==> src/rtl/lsu_ctrl_pkg.sv <==
// Shared types and constants for the load/store unit: FSM states, RISC-V
// funct3 width encodings and the default data-memory depth.
package lsu_pkg;

    typedef enum logic [2:0] {
        IDLE,
        LOAD,
        SREAD,
        SWRITE,
        RESP
    } lsu_state_e;

    localparam logic [2:0] F3_B  = 3'b000;
    localparam logic [2:0] F3_H  = 3'b001;
    localparam logic [2:0] F3_W  = 3'b010;
    localparam logic [2:0] F3_BU = 3'b100;
    localparam logic [2:0] F3_HU = 3'b101;

    localparam int LSU_MEM_WORDS = 64;

endpackage

==> src/rtl/lsu_ctrl_if.sv <==
// Request/response handshake plus word-memory strobes between the MEM stage,
// the load/store unit and the data memory.
interface lsu_ctrl_if;

    logic        req_valid;
    logic        req_ready;
    logic        req_we;
    logic [2:0]  req_funct3;
    logic [31:0] req_addr;
    logic [31:0] req_wdata;
    logic        resp_valid;
    logic [31:0] resp_rdata;
    logic        resp_err;
    logic        mem_read;
    logic        mem_write;
    logic [31:0] mem_addr;
    logic [31:0] mem_wdata;
    logic [31:0] mem_rdata;

    modport slave (
        input  req_valid, req_we, req_funct3, req_addr, req_wdata, mem_rdata,
        output req_ready, resp_valid, resp_rdata, resp_err,
        output mem_read, mem_write, mem_addr, mem_wdata
    );

    modport master (
        output req_valid, req_we, req_funct3, req_addr, req_wdata, mem_rdata,
        input  req_ready, resp_valid, resp_rdata, resp_err,
        input  mem_read, mem_write, mem_addr, mem_wdata
    );

endinterface

==> src/rtl/lsu_ctrl_lane_align.sv <==
// Combinational byte-lane steering: load extraction with sign/zero extension,
// and the merge of sub-word store data into a previously read memory word.
module lsu_lane_align
    import lsu_pkg::*;
(
    input  logic [1:0]  offset_i,
    input  logic [2:0]  funct3_i,
    input  logic [31:0] load_word_i,
    output logic [31:0] load_data_o,
    input  logic [31:0] old_word_i,
    input  logic [31:0] wdata_i,
    output logic [31:0] store_word_o
);

    logic [7:0]  lane_byte;
    logic [15:0] lane_half;

    always_comb begin
        case (offset_i)
            2'd0:    lane_byte = load_word_i[7:0];
            2'd1:    lane_byte = load_word_i[15:8];
            2'd2:    lane_byte = load_word_i[23:16];
            default: lane_byte = load_word_i[31:24];
        endcase
        lane_half = offset_i[1] ? load_word_i[31:16] : load_word_i[15:0];

        case (funct3_i)
            F3_B:    load_data_o = {{24{lane_byte[7]}}, lane_byte};
            F3_BU:   load_data_o = {24'h0, lane_byte};
            F3_H:    load_data_o = {{16{lane_half[15]}}, lane_half};
            F3_HU:   load_data_o = {16'h0, lane_half};
            default: load_data_o = load_word_i;
        endcase
    end

    // Full-word stores pass wdata straight through; the old word is ignored.
    always_comb begin
        store_word_o = old_word_i;
        case (funct3_i)
            F3_B: begin
                case (offset_i)
                    2'd0:    store_word_o[7:0]   = wdata_i[7:0];
                    2'd1:    store_word_o[15:8]  = wdata_i[7:0];
                    2'd2:    store_word_o[23:16] = wdata_i[7:0];
                    default: store_word_o[31:24] = wdata_i[7:0];
                endcase
            end
            F3_H: begin
                if (offset_i[1]) begin
                    store_word_o[31:16] = wdata_i[15:0];
                end else begin
                    store_word_o[15:0] = wdata_i[15:0];
                end
            end
            default: store_word_o = wdata_i;
        endcase
    end

endmodule

==> src/rtl/lsu_ctrl.sv <==
// Load/store unit FSM: one request at a time, word-indexed memory strobes,
// read-modify-write for sub-word stores and an error response for bad requests.
module lsu_ctrl
    import lsu_pkg::*;
#(
    parameter int MEM_WORDS = LSU_MEM_WORDS
) (
    input logic       clk,
    input logic       rst,
    lsu_ctrl_if.slave bus
);

    localparam logic [31:0] ADDR_LIMIT = 32'(4 * MEM_WORDS);

    lsu_state_e  state_q, state_d;
    logic [2:0]  funct3_q, funct3_d;
    logic [1:0]  offset_q, offset_d;
    logic [31:0] wdata_q, wdata_d;
    logic [31:0] merge_q, merge_d;
    logic [31:0] rdata_q, rdata_d;
    logic [31:0] mem_addr_q, mem_addr_d;
    logic        err_q, err_d;

    logic        req_err;
    logic [31:0] load_data;
    logic [31:0] store_word;

    lsu_lane_align u_align (
        .offset_i     (offset_q),
        .funct3_i     (funct3_q),
        .load_word_i  (bus.mem_rdata),
        .load_data_o  (load_data),
        .old_word_i   (merge_q),
        .wdata_i      (wdata_q),
        .store_word_o (store_word)
    );

    always_comb begin
        req_err = 1'b0;
        if (bus.req_we) begin
            if (!(bus.req_funct3 inside {F3_B, F3_H, F3_W})) req_err = 1'b1;
        end else if (!(bus.req_funct3 inside {F3_B, F3_H, F3_W, F3_BU, F3_HU})) begin
            req_err = 1'b1;
        end
        if ((bus.req_funct3 == F3_H || bus.req_funct3 == F3_HU) && bus.req_addr[0]) req_err = 1'b1;
        if (bus.req_funct3 == F3_W && bus.req_addr[1:0] != 2'b00) req_err = 1'b1;
        if (bus.req_addr >= ADDR_LIMIT) req_err = 1'b1;
    end

    always_ff @(posedge clk) begin
        if (rst) begin
            state_q    <= IDLE;
            funct3_q   <= '0;
            offset_q   <= '0;
            wdata_q    <= '0;
            merge_q    <= '0;
            rdata_q    <= '0;
            mem_addr_q <= '0;
            err_q      <= 1'b0;
        end else begin
            state_q    <= state_d;
            funct3_q   <= funct3_d;
            offset_q   <= offset_d;
            wdata_q    <= wdata_d;
            merge_q    <= merge_d;
            rdata_q    <= rdata_d;
            mem_addr_q <= mem_addr_d;
            err_q      <= err_d;
        end
    end

    always_comb begin
        state_d    = state_q;
        funct3_d   = funct3_q;
        offset_d   = offset_q;
        wdata_d    = wdata_q;
        merge_d    = merge_q;
        rdata_d    = rdata_q;
        mem_addr_d = mem_addr_q;
        err_d      = err_q;

        case (state_q)
            IDLE: begin
                if (bus.req_valid) begin
                    funct3_d   = bus.req_funct3;
                    offset_d   = bus.req_addr[1:0];
                    wdata_d    = bus.req_wdata;
                    mem_addr_d = {2'b00, bus.req_addr[31:2]};
                    err_d      = req_err;
                    rdata_d    = '0;
                    if (req_err) begin
                        state_d = RESP;
                    end else if (!bus.req_we) begin
                        state_d = LOAD;
                    end else if (bus.req_funct3 == F3_W) begin
                        state_d = SWRITE;
                    end else begin
                        state_d = SREAD;
                    end
                end
            end
            LOAD: begin
                rdata_d = load_data;
                state_d = RESP;
            end
            SREAD: begin
                merge_d = bus.mem_rdata;
                state_d = SWRITE;
            end
            SWRITE:  state_d = RESP;
            RESP:    state_d = IDLE;
            default: state_d = IDLE;
        endcase
    end

    // Strobes are gated by rst so a write can never commit on a reset edge.
    assign bus.mem_read   = !rst && (state_q == LOAD || state_q == SREAD);
    assign bus.mem_write  = !rst && (state_q == SWRITE);
    assign bus.mem_addr   = mem_addr_q;
    assign bus.mem_wdata  = (state_q == SWRITE) ? store_word : '0;
    assign bus.req_ready  = (state_q == IDLE);
    assign bus.resp_valid = (state_q == RESP);
    assign bus.resp_err   = (state_q == RESP) && err_q;
    assign bus.resp_rdata = (state_q == RESP) ? rdata_q : '0;

endmodule

==> src/flat_wrapper.sv <==
// flat-port wrapper written by rule: the top's interface ports become plain ports
module lsu_ctrl_flat import lsu_pkg::*;
#(
    parameter int MEM_WORDS = LSU_MEM_WORDS
)
  (clk, rst, bus_req_valid, bus_req_we, bus_req_funct3, bus_req_addr, bus_req_wdata, bus_mem_rdata, bus_req_ready, bus_resp_valid, bus_resp_rdata, bus_resp_err, bus_mem_read, bus_mem_write, bus_mem_addr, bus_mem_wdata);
  lsu_ctrl_if bus_i ();
  input logic clk;
  input logic rst;
  input wire logic [$bits(bus_i.req_valid)-1:0] bus_req_valid;
  input wire logic [$bits(bus_i.req_we)-1:0] bus_req_we;
  input wire logic [$bits(bus_i.req_funct3)-1:0] bus_req_funct3;
  input wire logic [$bits(bus_i.req_addr)-1:0] bus_req_addr;
  input wire logic [$bits(bus_i.req_wdata)-1:0] bus_req_wdata;
  input wire logic [$bits(bus_i.mem_rdata)-1:0] bus_mem_rdata;
  output wire logic [$bits(bus_i.req_ready)-1:0] bus_req_ready;
  output wire logic [$bits(bus_i.resp_valid)-1:0] bus_resp_valid;
  output wire logic [$bits(bus_i.resp_rdata)-1:0] bus_resp_rdata;
  output wire logic [$bits(bus_i.resp_err)-1:0] bus_resp_err;
  output wire logic [$bits(bus_i.mem_read)-1:0] bus_mem_read;
  output wire logic [$bits(bus_i.mem_write)-1:0] bus_mem_write;
  output wire logic [$bits(bus_i.mem_addr)-1:0] bus_mem_addr;
  output wire logic [$bits(bus_i.mem_wdata)-1:0] bus_mem_wdata;
  assign bus_i.req_valid = bus_req_valid;
  assign bus_i.req_we = bus_req_we;
  assign bus_i.req_funct3 = bus_req_funct3;
  assign bus_i.req_addr = bus_req_addr;
  assign bus_i.req_wdata = bus_req_wdata;
  assign bus_i.mem_rdata = bus_mem_rdata;
  assign bus_req_ready = bus_i.req_ready;
  assign bus_resp_valid = bus_i.resp_valid;
  assign bus_resp_rdata = bus_i.resp_rdata;
  assign bus_resp_err = bus_i.resp_err;
  assign bus_mem_read = bus_i.mem_read;
  assign bus_mem_write = bus_i.mem_write;
  assign bus_mem_addr = bus_i.mem_addr;
  assign bus_mem_wdata = bus_i.mem_wdata;
  lsu_ctrl #(.MEM_WORDS(MEM_WORDS)) u_core (.clk(clk), .rst(rst), .bus(bus_i));
endmodule
==> config.mk <==
export PLATFORM = sky130hd
export DESIGN_NAME = lsu_ctrl_flat
export DESIGN_NICKNAME = d
export VERILOG_FILES = /design/src/rtl/lsu_ctrl_pkg.sv /design/src/rtl/lsu_ctrl_if.sv /design/src/rtl/lsu_ctrl_lane_align.sv /design/src/rtl/lsu_ctrl.sv /design/src/flat_wrapper.sv
export SDC_FILE = /design/constraint.sdc
export NUM_CORES = 1
export LEC_CHECK = 0
export CAP_MARGIN = 20
export CORE_MARGIN = 2
export CORE_UTILIZATION = 51
export CTS_CLUSTER_DIAMETER = 60
export CTS_CLUSTER_SIZE = 25
export DETAILED_ROUTE_END_ITERATION = 7
export GPL_TIMING_DRIVEN = 0
export PLACE_DENSITY = 0.91
export SETUP_SLACK_MARGIN = 0.1
export SYNTH_ARGS = -nofsm -noshare
export SYNTH_HDL_FRONTEND = slang
export SYNTH_SLANG_ARGS = --single-unit
==> constraint.sdc <==
create_clock -name clk -period 2.64 [get_ports clk]
set_input_delay 0.264 -clock clk [delete_from_list [all_inputs] [get_ports clk]]
set_output_delay 0.264 -clock clk [all_outputs]
set_load 0.02 [all_outputs]
==> results.json <==
{
  "syn2layout_area_growth_pct": 44.7,
  "max_cap_violations": 0,
  "p_int_mw": 3.96,
  "arrival_ns": 2.25,
  "drt-initial-drc-count": 725,
  "switching_power_mw": 1.36,
  "sw_frac_of_total_pct": 25.5,
  "mappedNetlistArea_um2": 6490,
  "path_class": "flop to output pin",
  "cts_buffers": 17,
  "hold_violations": 0,
  "final_area_um2": 9390,
  "final_antenna_net_count": 0,
  "diodes": 0,
  "pwr-share-seq_pct": 40.5,
  "power_frac_comb_pct": 14.7,
  "antenna_found_initial": 0,
  "ys_seq_area_share_pct": 41.6,
  "clkLatencyLatePin_ns": 0.43,
  "ioPinCount": 204,
  "netlist.area_leader.share_pct": 41.6,
  "grt_overflow": 0,
  "cp_max_fo": 10,
  "cp-end-kind": "output pin",
  "cp.required_ns": 2.38,
  "vias": 7101,
  "rsz0062_at_grt": "yes",
  "dpl.cell_count": 1209,
  "clkSinkCount": 135,
  "synth.avg_cell_area_um2": 7.77,
  "slew_violations": 0,
  "leakagePower_nw": 3.73,
  "synthFlopType": "dfxtp_1",
  "fmax_ghz": 0.398,
  "period_share_pct": 95.1,
  "drc": 0,
  "grt_start_max_net_pins": 17,
  "hold_ws_ns": 0.384,
  "async_flop_share_pct": 0,
  "die_h_um": 117,
  "maxSlewHeadroom_pct": 58.1,
  "num_rows": 41,
  "worstMarginPinSlew_ns": 0.627,
  "cts.path.max_buffers": 2,
  "via_per_inst": 5.71,
  "grt_pass1_vias": 6664,
  "clk_pin_slew_ns": 0.06,
  "fin_cells": 1243,
  "start_util_pct": 51.8,
  "routed_wl_mm": 22.4,
  "wl_per_cell_um": 18.0,
  "synth_cells": 835,
  "p_per_area_nw_per_um2": 567,
  "dp_hpwl_mm": 16.7,
  "skew_ns": 0.00486,
  "die_w_um": 117,
  "cts_hold_buf": 0,
  "cts_root_buffer": "clkbuf_16",
  "core_um2": 12500,
  "ys_ff_latch": 135,
  "grt_pass1_wl_mm": 33.9,
  "track_usage_pct": 32.8,
  "hold_path_class": "input port to flop",
  "ys_warn_count": 0,
  "peakVddDrop_mv": 0.341,
  "min_period_ns": 2.51,
  "synth_area_leaders": "dfxtp_1 42%, nand2_1 14%, a21oi_1 8.9%",
  "htreeDepth": 4,
  "drt-pass1-iter-count": 8,
  "ys_types": 50,
  "placed_area_um2": 8720,
  "run_status": "complete, no violations",
  "p_clk_share_pct": 44.8,
  "layout-drive-gt1-share_pct": 13.4,
  "io_buffers": 201,
  "nets": 1162,
  "dieArea_um2": 13600,
  "cts_tree": "yes",
  "synth_edf_count": 0,
  "worst_setup_path_start_kind": "flop",
  "setup_viol_count_final": 0,
  "gp_congestion": 0.979,
  "yosysTopAreaCell": "dfxtp_1"
}
==> power groups by stage <==
stage	Clock, mW	Combinational (mW)	Sequential [mW]
global placement	0	0.726	2.19
finish	2.38	0.781	2.16
global route	2.48	0.836	2.16
floorplan	0	0.353	2.21
detailed placement	0	0.733	2.19
CTS	2.38	0.766	2.15
==> registers in the layout (all words and copies together) (netlist names) <==
name / count
u_core.funct3_q: 3
u_core.state_q: 3
u_core.wdata_q: 32
u_core.merge_q: 32
u_core.err_q: 1
u_core.bus.mem_addr: 30
u_core.offset_q: 2
u_core.rdata_q: 32
==> logic make-up after synthesis <==
group           after synthesis  share of synthesized area, %
simple gates                411                          28.8
buf+inv                      75                          5.57
compound gates              186                          19.2
flops                       135                          41.6
mux                          27                          4.72
other cells                   1                        0.0578
==> final cells by class <==
cell class                 instances  area, um^2
inverter                           4        15.0
multi-input combinational        626        3530
buffer                            71         365
fill                             953        3130
timing repair buffer             204        1970
sequential                       135        2700
clock buffer                      23         498
tap                              172         215
clock inverter                     8        95.1
==> synth_stat cells (8+ instances only) <==
library cell / number
and3_1: 8
clkbuf_1: 35
nand2b_1: 39
a222oi_1: 8
buf_2: 22
a311oi_1: 9
mux2i_1: 10
dfxtp_1: 135
nor2_1: 42
nand2_1: 236
and2_1: 35
a32o_1: 24
nand3_1: 17
nor4_1: 9
mux2_2: 15
a21oi_1: 115
==> metrics by stage <==
step	util (%)	TNS (ns)	setup WS [ns]	power [mW]
after floorplan	-	0	0.679	2.56
after global routing	75.0	0	0.0374	5.47
final	75.0	0	0.129	5.32
after detailed placement	69.7	-1.25	-0.191	2.93
after CTS	75.1	0	0.101	5.29
after global placement	69.7	-0.895	-0.175	2.92
==> worst max-delay path: stages (launching register included) <==
cell and delay, ns:
dfxtp_1 0.39, buf_6 0.18, buf_6 0.15, inv_1 0.22, a2111oi_2 0.45, nor3_1 0.09, dlygate4sd2_1 0.33
==> layer usage <==
layer | GRT usage [%] | vias up | wire length, um
li1 | - | 3320 | -
met1 | 37.9 | 3307 | 8510
met2 | 56.1 | 393 | 10900
met3 | 9.47 | 81 | 2140
met4 | 15.8 | 0 | 895
met5 | 0 | - | 0
==> cells in the final DEF (no fill, tap or decap), drive strengths merged, types with 4 or more instances in the layout <==
master / netlist / layout
clkdlybuf4s50: 0 / 154
dlymetal6s2s: 0 / 14
nor4: 10 / 10
nor2: 43 / 43
and3: 8 / 8
mux2: 16 / 16
a21oi: 117 / 117
nand2b: 39 / 39
and2: 35 / 35
o221ai: 7 / 7
o21ai: 9 / 9
clkbuf: 35 / 76
mux2i: 10 / 10
nor3: 8 / 8
dfxtp: 135 / 135
a2111oi: 7 / 7
nand2: 237 / 237
nand3: 17 / 17
a311oi: 9 / 9
a32o: 24 / 24
buf: 36 / 45
a222oi: 8 / 8
inv: 4 / 4
dlygate4sd2: 0 / 7
clkinv: 0 / 4
==> final timing paths <==
check	slack [ns]	cells past startpoint	end	from
setup reg to reg	0.64	7	u_core.offset_q[1]	u_core.state_q[0]
setup / recovery	0.13	6	bus_mem_wdata[24]	u_core.offset_q[1]
hold reg to reg	0.45	2	u_core.rdata_q[4]	u_core.rdata_q[4]
hold / removal	0.38	3	u_core.wdata_q[15]	bus_req_wdata[15]
==> repair_timing <==
item                       in CTS  in global routing
pin swaps                       3                  5
setup endpoints to repair      68                 57
gates resized for setup        79                 78
buffers inserted                3                  0
(Power assumes the default switching activity.)
